<file path="src/rtl/ws2812_pkg.sv">
// Shared definitions for the WS2812/SK6812 chain driver: default timing,
// FSM state type and the nanosecond-to-cycle conversion.
package ws2812_pkg;

    localparam int DEF_CLK_HZ       = 48000000;
    localparam int DEF_NUM_LEDS     = 8;
    localparam int DEF_BITS_PER_LED = 24;
    localparam int DEF_T0H_NS       = 350;
    localparam int DEF_T1H_NS       = 700;
    localparam int DEF_TBIT_NS      = 1250;
    localparam int DEF_TLATCH_US    = 80;

    typedef enum logic [1:0] {
        ST_IDLE,
        ST_HIGH,
        ST_LOW,
        ST_LATCH
    } state_t;

    // Nanoseconds to clock cycles, rounded up so no phase ever runs short.
    function automatic int cyc(input longint clk_hz, input longint ns);
        return int'((clk_hz / 64'sd1000000 * ns + 64'sd999) / 64'sd1000);
    endfunction

endpackage

</file>
<file path="src/rtl/ws2812_bit_gen.sv">
// Single-bit waveform generator: a start pulse begins one TBIT period whose
// high part lasts T1H or T0H cycles depending on the bit value.
module ws2812_bit_gen #(
    parameter int T0H  = 17,
    parameter int T1H  = 34,
    parameter int TBIT = 60
) (
    input  logic clk,
    input  logic rst,
    input  logic start,
    input  logic bit_val,
    output logic dout,
    output logic hi_end,
    output logic bit_end
);

    localparam int CW = $clog2(TBIT);
    localparam logic [CW-1:0] T0H_M1  = CW'(T0H - 1);
    localparam logic [CW-1:0] T1H_M1  = CW'(T1H - 1);
    localparam logic [CW-1:0] TBIT_M1 = CW'(TBIT - 1);

    logic          active;
    logic [CW-1:0] cnt;
    logic [CW-1:0] hi_last;

    assign hi_end  = active && (cnt == hi_last);
    assign bit_end = active && (cnt == TBIT_M1);

    // A start on the final cycle of a bit chains straight into the next bit.
    always_ff @(posedge clk or negedge rst) begin
        if (!rst) begin
            active  <= 1'b0;
            cnt     <= '0;
            hi_last <= '0;
            dout    <= 1'b0;
        end else if (start) begin
            active  <= 1'b1;
            cnt     <= '0;
            hi_last <= bit_val ? T1H_M1 : T0H_M1;
            dout    <= 1'b1;
        end else if (bit_end) begin
            active  <= 1'b0;
            cnt     <= '0;
            dout    <= 1'b0;
        end else if (active) begin
            cnt     <= cnt + 1'b1;
            dout    <= (cnt < hi_last);
        end
    end

endmodule

</file>
<file path="src/rtl/ws2812_chain.sv">
// WS2812/SK6812 chain driver: takes a ready/valid pixel stream, sends NUM_LEDS
// pixels MSB first per frame and closes each frame with a latch gap.
module ws2812_chain
    import ws2812_pkg::*;
#(
    parameter int CLK_HZ       = DEF_CLK_HZ,
    parameter int NUM_LEDS     = DEF_NUM_LEDS,
    parameter int BITS_PER_LED = DEF_BITS_PER_LED,
    parameter int T0H_NS       = DEF_T0H_NS,
    parameter int T1H_NS       = DEF_T1H_NS,
    parameter int TBIT_NS      = DEF_TBIT_NS,
    parameter int TLATCH_US    = DEF_TLATCH_US
) (
    input  logic                    clk,
    input  logic                    rst,
    input  logic [BITS_PER_LED-1:0] in_data,
    input  logic                    in_valid,
    output logic                    in_ready,
    output logic                    busy,
    output logic                    frame_done,
    output logic                    underrun,
    output logic                    dout
);

    localparam int W      = BITS_PER_LED;
    localparam int T0H    = cyc(CLK_HZ, T0H_NS);
    localparam int T1H    = cyc(CLK_HZ, T1H_NS);
    localparam int TBIT   = cyc(CLK_HZ, TBIT_NS);
    localparam int TLATCH = cyc(CLK_HZ, 1000 * TLATCH_US);
    localparam int BW     = $clog2(W);
    localparam int PW     = (NUM_LEDS > 1) ? $clog2(NUM_LEDS) : 1;
    localparam int LW     = $clog2(TLATCH);

    localparam logic [BW-1:0] BIT_LAST = BW'(W - 1);
    localparam logic [PW-1:0] PIX_LAST = PW'(NUM_LEDS - 1);
    localparam logic [LW-1:0] LAT_LAST = LW'(TLATCH - 1);

    if (!(T0H > 0 && T0H < T1H && T1H < TBIT)) begin : g_bad_timing
        $error("ws2812_chain: bit timing must satisfy 0 < T0H < T1H < TBIT cycles");
    end

    state_t        state;
    logic          hold_full;
    logic [W-1:0]  hold_data;
    logic [W-2:0]  rest;
    logic [BW-1:0] bit_cnt;
    logic [PW-1:0] pix_cnt;
    logic [LW-1:0] lat_cnt;
    logic          frame_ok;

    logic handshake, last_bit, last_pix, load_new, next_bit;
    logic start, bit_val, hi_end, bit_end;

    assign in_ready  = !hold_full;
    assign busy      = (state != ST_IDLE);
    assign handshake = in_valid && !hold_full;
    assign last_bit  = (bit_cnt == BIT_LAST);
    assign last_pix  = (pix_cnt == PIX_LAST);

    // The MSB goes straight to the bit generator at load; rest holds the bits still to send.
    assign load_new = (state == ST_IDLE && hold_full) ||
                      (state == ST_LOW && bit_end && last_bit && !last_pix && hold_full);
    assign next_bit = (state == ST_LOW) && bit_end && !last_bit;
    assign start    = load_new || next_bit;
    assign bit_val  = load_new ? hold_data[W-1] : rest[W-2];

    ws2812_bit_gen #(
        .T0H  (T0H),
        .T1H  (T1H),
        .TBIT (TBIT)
    ) u_bit_gen (
        .clk     (clk),
        .rst     (rst),
        .start   (start),
        .bit_val (bit_val),
        .dout    (dout),
        .hi_end  (hi_end),
        .bit_end (bit_end)
    );

    always_ff @(posedge clk or negedge rst) begin
        if (!rst) begin
            state      <= ST_IDLE;
            hold_full  <= 1'b0;
            bit_cnt    <= '0;
            pix_cnt    <= '0;
            lat_cnt    <= '0;
            frame_ok   <= 1'b0;
            frame_done <= 1'b0;
            underrun   <= 1'b0;
        end else begin
            frame_done <= 1'b0;
            underrun   <= 1'b0;

            if (handshake)
                hold_full <= 1'b1;
            else if (load_new)
                hold_full <= 1'b0;

            case (state)
                ST_IDLE: begin
                    if (hold_full) begin
                        state   <= ST_HIGH;
                        pix_cnt <= '0;
                        bit_cnt <= '0;
                    end
                end
                ST_HIGH: begin
                    if (hi_end)
                        state <= ST_LOW;
                end
                ST_LOW: begin
                    if (bit_end) begin
                        if (!last_bit) begin
                            bit_cnt <= bit_cnt + 1'b1;
                            state   <= ST_HIGH;
                        end else if (last_pix) begin
                            state    <= ST_LATCH;
                            lat_cnt  <= '0;
                            frame_ok <= 1'b1;
                        end else if (hold_full) begin
                            pix_cnt <= pix_cnt + 1'b1;
                            bit_cnt <= '0;
                            state   <= ST_HIGH;
                        end else begin
                            underrun <= 1'b1;
                            state    <= ST_LATCH;
                            lat_cnt  <= '0;
                            frame_ok <= 1'b0;
                        end
                    end
                end
                ST_LATCH: begin
                    if (lat_cnt == LAT_LAST) begin
                        state      <= ST_IDLE;
                        frame_done <= frame_ok;
                    end else begin
                        lat_cnt <= lat_cnt + 1'b1;
                    end
                end
                default: state <= ST_IDLE;
            endcase
        end
    end

    // Pixel data carries no reset; hold_full alone decides whether it is meaningful.
    always_ff @(posedge clk) begin
        if (handshake)
            hold_data <= in_data;
        if (load_new)
            rest <= hold_data[W-2:0];
        else if (next_bit)
            rest <= {rest[W-3:0], 1'b0};
    end

endmodule

</file>
<file path="config.mk">
export PLATFORM = sky130hd
export DESIGN_NAME = ws2812_chain
export DESIGN_NICKNAME = d
export VERILOG_FILES = /design/src/rtl/ws2812_pkg.sv /design/src/rtl/ws2812_bit_gen.sv /design/src/rtl/ws2812_chain.sv
export SDC_FILE = /design/constraint.sdc
export NUM_CORES = 1
export LEC_CHECK = 0
export ABC_AREA = 1
export CAP_MARGIN = 20
export CORE_MARGIN = 3
export CORE_UTILIZATION = 60
export DETAILED_ROUTE_END_ITERATION = 12
export GPL_TIMING_DRIVEN = 0
export PLACE_DENSITY = 0.82
export SYNTH_ARGS = -nofsm -noshare
export SYNTH_HDL_FRONTEND = slang
export SYNTH_HIERARCHICAL = 1
export SYNTH_SLANG_ARGS = --single-unit
</file>
<file path="constraint.sdc">
create_clock -name clk -period 5.45 [get_ports clk]
set_clock_uncertainty 0.2 [all_clocks]
set_input_delay 1.635 -clock clk [delete_from_list [all_inputs] [get_ports clk]]
set_output_delay 1.635 -clock clk [all_outputs]
set_load 0.05 [all_outputs]
</file>
==> results.toml <==
[critical_path]
critPathMaxStageDelay_ns = 0.83
worstPathRequired_ns = 3.62
cp-start-kind = "register"
cp.arrival_ns = 1.80
crit_chain = "inv_1, clkdlybuf4s50_1"
r2r_start = "u_bit_gen/cnt[0]"
criticalPathCategory = "register to output pin"
reg2reg_to = "u_bit_gen/cnt[0]"
r2r_cells = 13
critical-path-slowest-cell = "clkdlybuf4s50_1"
cp-end-kind = "output pin"
r2r_slack_ns = 2.77
crit_fanout = 5

[layout]
area_growth_pct = 17.0
final_cell_area_sq_mm = 0.00451
layout.nets = 493
n_antenna_cell = 0
final_util_pct = 74.3
layout-drive-gt1-share_pct = 9.94

[synthesis]
synth_nets = 449
syn_avg_cell_area_sq_um = 9.30
synth_edf_count = 47
ys_async_sr_fraction_pct = 43.4
ys_ff_latch = 83
ys_types = 28
syn_area_sq_mm = 0.00385
synth-main-ff-cell = "edfxtp_1"
synthCells = 414
yosysTopAreaCellShare_pct = 36.7
synth_area_leaders = "edfxtp_1, dfrtp_1, nand2_1, inv_1, nand3_1"
synth_common_cells = "nand2_1, edfxtp_1, inv_1"
ys_seq_area_share_pct = 60.1
yosys_warnings = 6
synth.most_common_cell = "nand2_1"
post-synth-top-area-cell = "edfxtp_1"

[sta]
whs_ns = 0.293
period_minus_slack_ns = 3.64
hold_violations = 0
grt_setup_unrepaired = "false"
worstMarginPinSlew_ns = 0.784
fmax_mhz = 275
slew_headroom_pct = 47.7
fin_crit_sh_pct = 66.7
tns_ns = 0
finalSetupViolCount = 0
slew_violations = 0

[floorplan]
die_y_um = 86.1
core_sq_mm = 0.00606
die_area_sq_mm = 0.00741
die_w_um = 86.1
num_rows = 28
initial_utilization_pct = 63.5
ioPinCount = 32

[min_path]
min_path_type = "register to register"
hold_start = "u_bit_gen/hi_last[4]"
holdPathEnd = "u_bit_gen/hi_last[4]"
min_path_cells = 1

[global_route]
antenna_found_initial = 0
grt_pass1_vias = 2778
grt_max_degree = 37
grtUsageTotal_pct = 21.2
grt_pass1_wl_mm = 12.0
grt-ovfl-total = 0

[route]
drc = 0
wl_per_cell_um = 12.7
drtAntennaViolNets = 0
routed_wirelength_mm = 6.83
vias = 2799
drt-vias-per-instance = 5.20
drt_iter0_drc = 172
dr.pass1.iters = 5

[power_and_ir_drop]
pwr_density_cell_mw_per_mm2 = 443
power.leakage_nw = 2.03
power_mw = 1.99
vdd_drop_max_mv = 0.310

[cts]
cts_tree = "yes"
root_buffer = "clkbuf_8"
clockBufferDepth = 2
htree_num_levels = 3
clkTransAtPathRegs_ns = 0.09
cts_inserted_buffers = 9
hold_buffers = 0
cts_sinks = 83
cts_setup_buffers = 0
clkLatencyLatePin_ns = 0.37
cts_resized = 0

[place]
dp_hpwl_mm = 4.90
port_buffers = 31
gp_congestion = 0.858
placed_area_sq_mm = 0.00431

[status]
status = "finished, final reports clean"

[flow_run]
max-cap-violations = 0
[worst max-delay path by stage]
stage                         start           end  slack [ns]
after floorplan            in_valid  hold_data[0]        2.14
after global placement     in_valid  hold_data[6]        1.27
after detailed placement   in_valid  hold_data[6]        2.19
after CTS                 hold_full      in_ready        1.81
after global routing      hold_full      in_ready        1.77
final                     hold_full      in_ready        1.81
[power by group]
group | total [mW] | internal, mW | switching, mW
logic | 0.638 | 0.237 | 0.401
clock network | 0.446 | 0.214 | 0.232
registers | 0.910 | 0.828 | 0.0818
total | 1.99 | 1.28 | 0.715
[critical path, delay by kind of cell (launching register included)]
family | cells | cell delay, ns
flip-flops | 1 | 0.44
buffers and inverters | 2 | 1.00
[stage by stage]
stage	setup slack [ns]	cells
after floorplan	2.14	414
after global placement	1.27	520
after detailed placement	2.19	522
after CTS	1.81	538
after global routing	1.77	538
final	1.81	538
[registers in the layout, summed over array words and instances, names as in the netlist]
name and flops:
bit_cnt 5, frame_done 1, frame_ok 1, hold_data 24
hold_full 1, lat_cnt 12, pix_cnt 3, rest 23
state 2, u_bit_gen/active 1, u_bit_gen/cnt 6, u_bit_gen/dout 1
u_bit_gen/hi_last 2, underrun 1
[metal layers]
metal	share of wire [%]	up-vias	GRT usage, %	wire, um
met5	0	-	0	0
met2	50	79	35.5	3410
met3	4.5	19	4.51	304
met1	43	1282	25.5	2930
met4	2.7	0	11.7	184
li1	-	1419	-	-
[cell families (layout without fill, tap and decap cells)]
group                    Yosys count  after routing  synth area share (%)
flip-flops                        83             83                  60.1
adder cells (fa/ha/maj)            8              8                  2.60
XOR/XNOR                           3              3                 0.683
AND/OR/NAND/NOR                  240            240                  26.6
AO/OA/AOI/OAI                     31             31                  4.22
buffers and inverters             49             98                  5.85
[cells in the final DEF (no fill, tap or decap), types with 2 or more instances in the layout]
cell type,n
buf_6,4
a21oi_1,14
buf_2,2
dfrtp_1,36
buf_4,2
clkinvlp_4,2
buf_16,2
clkbuf_8,9
clkdlybuf4s50_1,30
o21ai_1,5
nor2_1,31
nand4_1,2
nand2_2,4
nand2_4,3
nor3_1,2
nand3_2,4
edfxtp_1,47
nand3_1,25
ha_1,8
xor2_1,2
o21ai_0,8
nand2_1,160
inv_1,40
nor2_2,7
inv_6,2
a31oi_1,2
[layout make-up]
| cell class | count | area, sq um |
|---|---|---|
| sequential | 83 | 2310 |
| clock buffer | 9 | 124 |
| timing repair buffer | 33 | 360 |
| clock inverter | 7 | 75.1 |
| tap | 75 | 93.8 |
| inverter | 42 | 160 |
| multi-input combinational | 282 | 1320 |
| fill | 445 | 1560 |
| buffer | 7 | 65.1 |
Power figures use the tool's default switching activity.
==> RTL edit, RTL diff (config.mk and constraints unchanged) <==
Compare `bit_cnt` against `BIT_LAST` with >= in place of ==.
--- a/src/rtl/ws2812_chain.sv
+++ b/src/rtl/ws2812_chain.sv
@@ -56,3 +56,3 @@
     assign handshake = in_valid && !hold_full;
-    assign last_bit  = (bit_cnt == BIT_LAST);
+    assign last_bit  = (bit_cnt >= BIT_LAST);
     assign last_pix  = (pix_cnt == PIX_LAST);
Formal check against the unedited RTL: no difference found for any inputs over 10 cycles, from zero or initial values and one cycle with rst low; that may be too few to reach the edited logic, so the function may still have changed.
==> RTL edit against the original RTL <==
- sequential cell count did not move
- synthesized cell count is 2.7% lower
- maximum frequency is 0.55% higher
- final area decreased by 1.7%
- final cell count decreased by 2.2%
- power grew 5.0%
- routed wire length is 0.12% higher
- global-route usage decreased by 0.50 points
- worst hold slack worse by 0.0023 ns
- setup slack better by 0.020 ns
- area after synthesis shrank 0.84%
- critical path type unchanged
==> RTL edit: results (changes against the original RTL) <==
{
  "fraction_of_layout_instances_using_a_drive_strength_above_1": {"value": 9.09, "unit": "%", "change": "was 9.94%"},
  "dp_hpwl": {"value": 4710, "unit": "um", "change": "was 4900 um"},
  "cts-htree-levels": {"value": 3, "change": "unchanged"},
  "grt_first_pass_wirelength": {"value": 12000, "unit": "um", "change": "about the same"},
  "synthDistinctLibCells": {"value": 26, "change": "was 28"},
  "clkLatencyLatePin": {"value": 0.35, "unit": "ns", "change": "was 0.37 ns"},
  "post_cts_resize_count": {"value": 0, "change": "unchanged"},
  "detail_route.first_pass.iterations": {"value": 5, "change": "unchanged"},
  "tritoncts.num_buffers": {"value": 9, "change": "unchanged"},
  "synth_seq_area_share": {"value": 60.6, "unit": "%", "change": "was 60.1%"},
  "result_of_the_run": {"value": "finished, final reports clean", "change": "unchanged"},
  "placement.cell_area": {"value": 4230, "unit": "um2", "change": "was 4310 um2"},
  "groute.usage.overall": {"value": 20.7, "unit": "%", "change": "was 21.2%"},
  "clock_path_buffers": {"value": 2, "change": "unchanged"},
  "peakVddDrop": {"value": 340, "unit": "uV", "change": "was 310 uV"},
  "synth.net_count": {"value": 438, "change": "was 449"},
  "hold_viol_final": {"value": 0, "change": "unchanged"},
  "max_slew_margin": {"value": 43.8, "unit": "%", "change": "was 47.7%"},
  "ys_top_cells_by_area": {"value": "sky130_fd_sc_hd__edfxtp_1, sky130_fd_sc_hd__dfrtp_1, sky130_fd_sc_hd__nand2_1", "change": "unchanged"},
  "finalWirelength": {"value": 6840, "unit": "um", "change": "was 6830 um"},
  "p_leak": {"value": 2.04, "unit": "nW", "change": "was 2.03 nW"},
  "yosys_warnings": {"value": 6, "change": "unchanged"},
  "ys_top_cells_by_count": {"value": "sky130_fd_sc_hd__nand2_1, sky130_fd_sc_hd__edfxtp_1, sky130_fd_sc_hd__dfrtp_1", "change": "was sky130_fd_sc_hd__nand2_1, sky130_fd_sc_hd__edfxtp_1, sky130_fd_sc_hd__inv_1"},
  "vias": {"value": 2779, "change": "was 2799"},
  "final_net_count": {"value": 481, "change": "was 493"},
  "synthFlopType": {"value": "sky130_fd_sc_hd__edfxtp_1", "change": "unchanged"},
  "drt_iter0_markers": {"value": 145, "change": "was 172"},
  "critPathArrivalTime": {"value": 1.78, "unit": "ns", "change": "was 1.80 ns"}
}
RTL edit: logic make-up after synthesis:
kind of cell | share of synthesized area (%)
compound gates | 2.95
buf+inv | 5.64
fa+ha+maj | 2.62
flops | 60.6
xor+xnor | 1.15
simple gates | 27.1
RTL edit: per-layer routing:
layer  track usage, %  part of all wire (%)  vias up
met4             9.64                   2.1        0
li1                 -                     -     1401
met2             34.8                    49       59
met1             25.6                    45     1307
met3             4.61                   4.1       12
met5                0                     0        -
RTL edit: final timing paths:
path	startpoint	end	slack [ns]	depth (start not counted)
worst max register to register	u_bit_gen/cnt[0]$_DFFE_PN0P_	u_bit_gen/cnt[5]$_DFFE_PN0P_	2.58	13
worst min register to register	frame_ok$_DFFE_PN0P_	frame_ok$_DFFE_PN0P_	0.29	2
min in group asynchronous	rst	u_bit_gen/cnt[2]$_DFFE_PN0P_	1.16	1
worst min-delay path	frame_ok$_DFFE_PN0P_	frame_ok$_DFFE_PN0P_	0.29	2
worst max-delay path	state[1]$_DFFE_PN0P_	busy	1.83	3
max in group asynchronous	rst	underrun$_DFF_PN0_	3.39	1
RTL edit: final cells by class:
class                      instances  area, um2
buffer                             6       67.6
clock buffer                       9        124
clock inverter                     7       75.1
fill                             428       1600
inverter                          38        148
multi-input combinational        276       1290
sequential                        83       2310
tap                               75       93.8
timing repair buffer              32        320
RTL edit: report_power, final:
part / switching, W / internal (W)
Sequential: 0.0000975 / 0.000875
Clock: 0.000225 / 0.000215
Combinational: 0.000439 / 0.000242
Total: 0.000762 / 0.00133
RTL edit: worst max-delay path: stages, from the launching register on:
cell	delay, ns
sky130_fd_sc_hd__dfrtp_1	0.44
sky130_fd_sc_hd__inv_1	0.12
sky130_fd_sc_hd__nand2_1	0.09
sky130_fd_sc_hd__clkdlybuf4s50_1	0.80
RTL edit: stage by stage:
stage               setup WS, ns  hold WS, ns  cells  util [%]  total power (W)
finish                      1.83        0.291    526      73.5          0.00209
global route                1.78        0.320    526      73.5          0.00224
CTS                         1.82        0.294    526      73.5          0.00211
detailed placement          1.99        0.268    510      70.2          0.00166
global placement            1.79        0.263    509      70.1          0.00162
floorplan                   2.68        0.251    403         -          0.00147
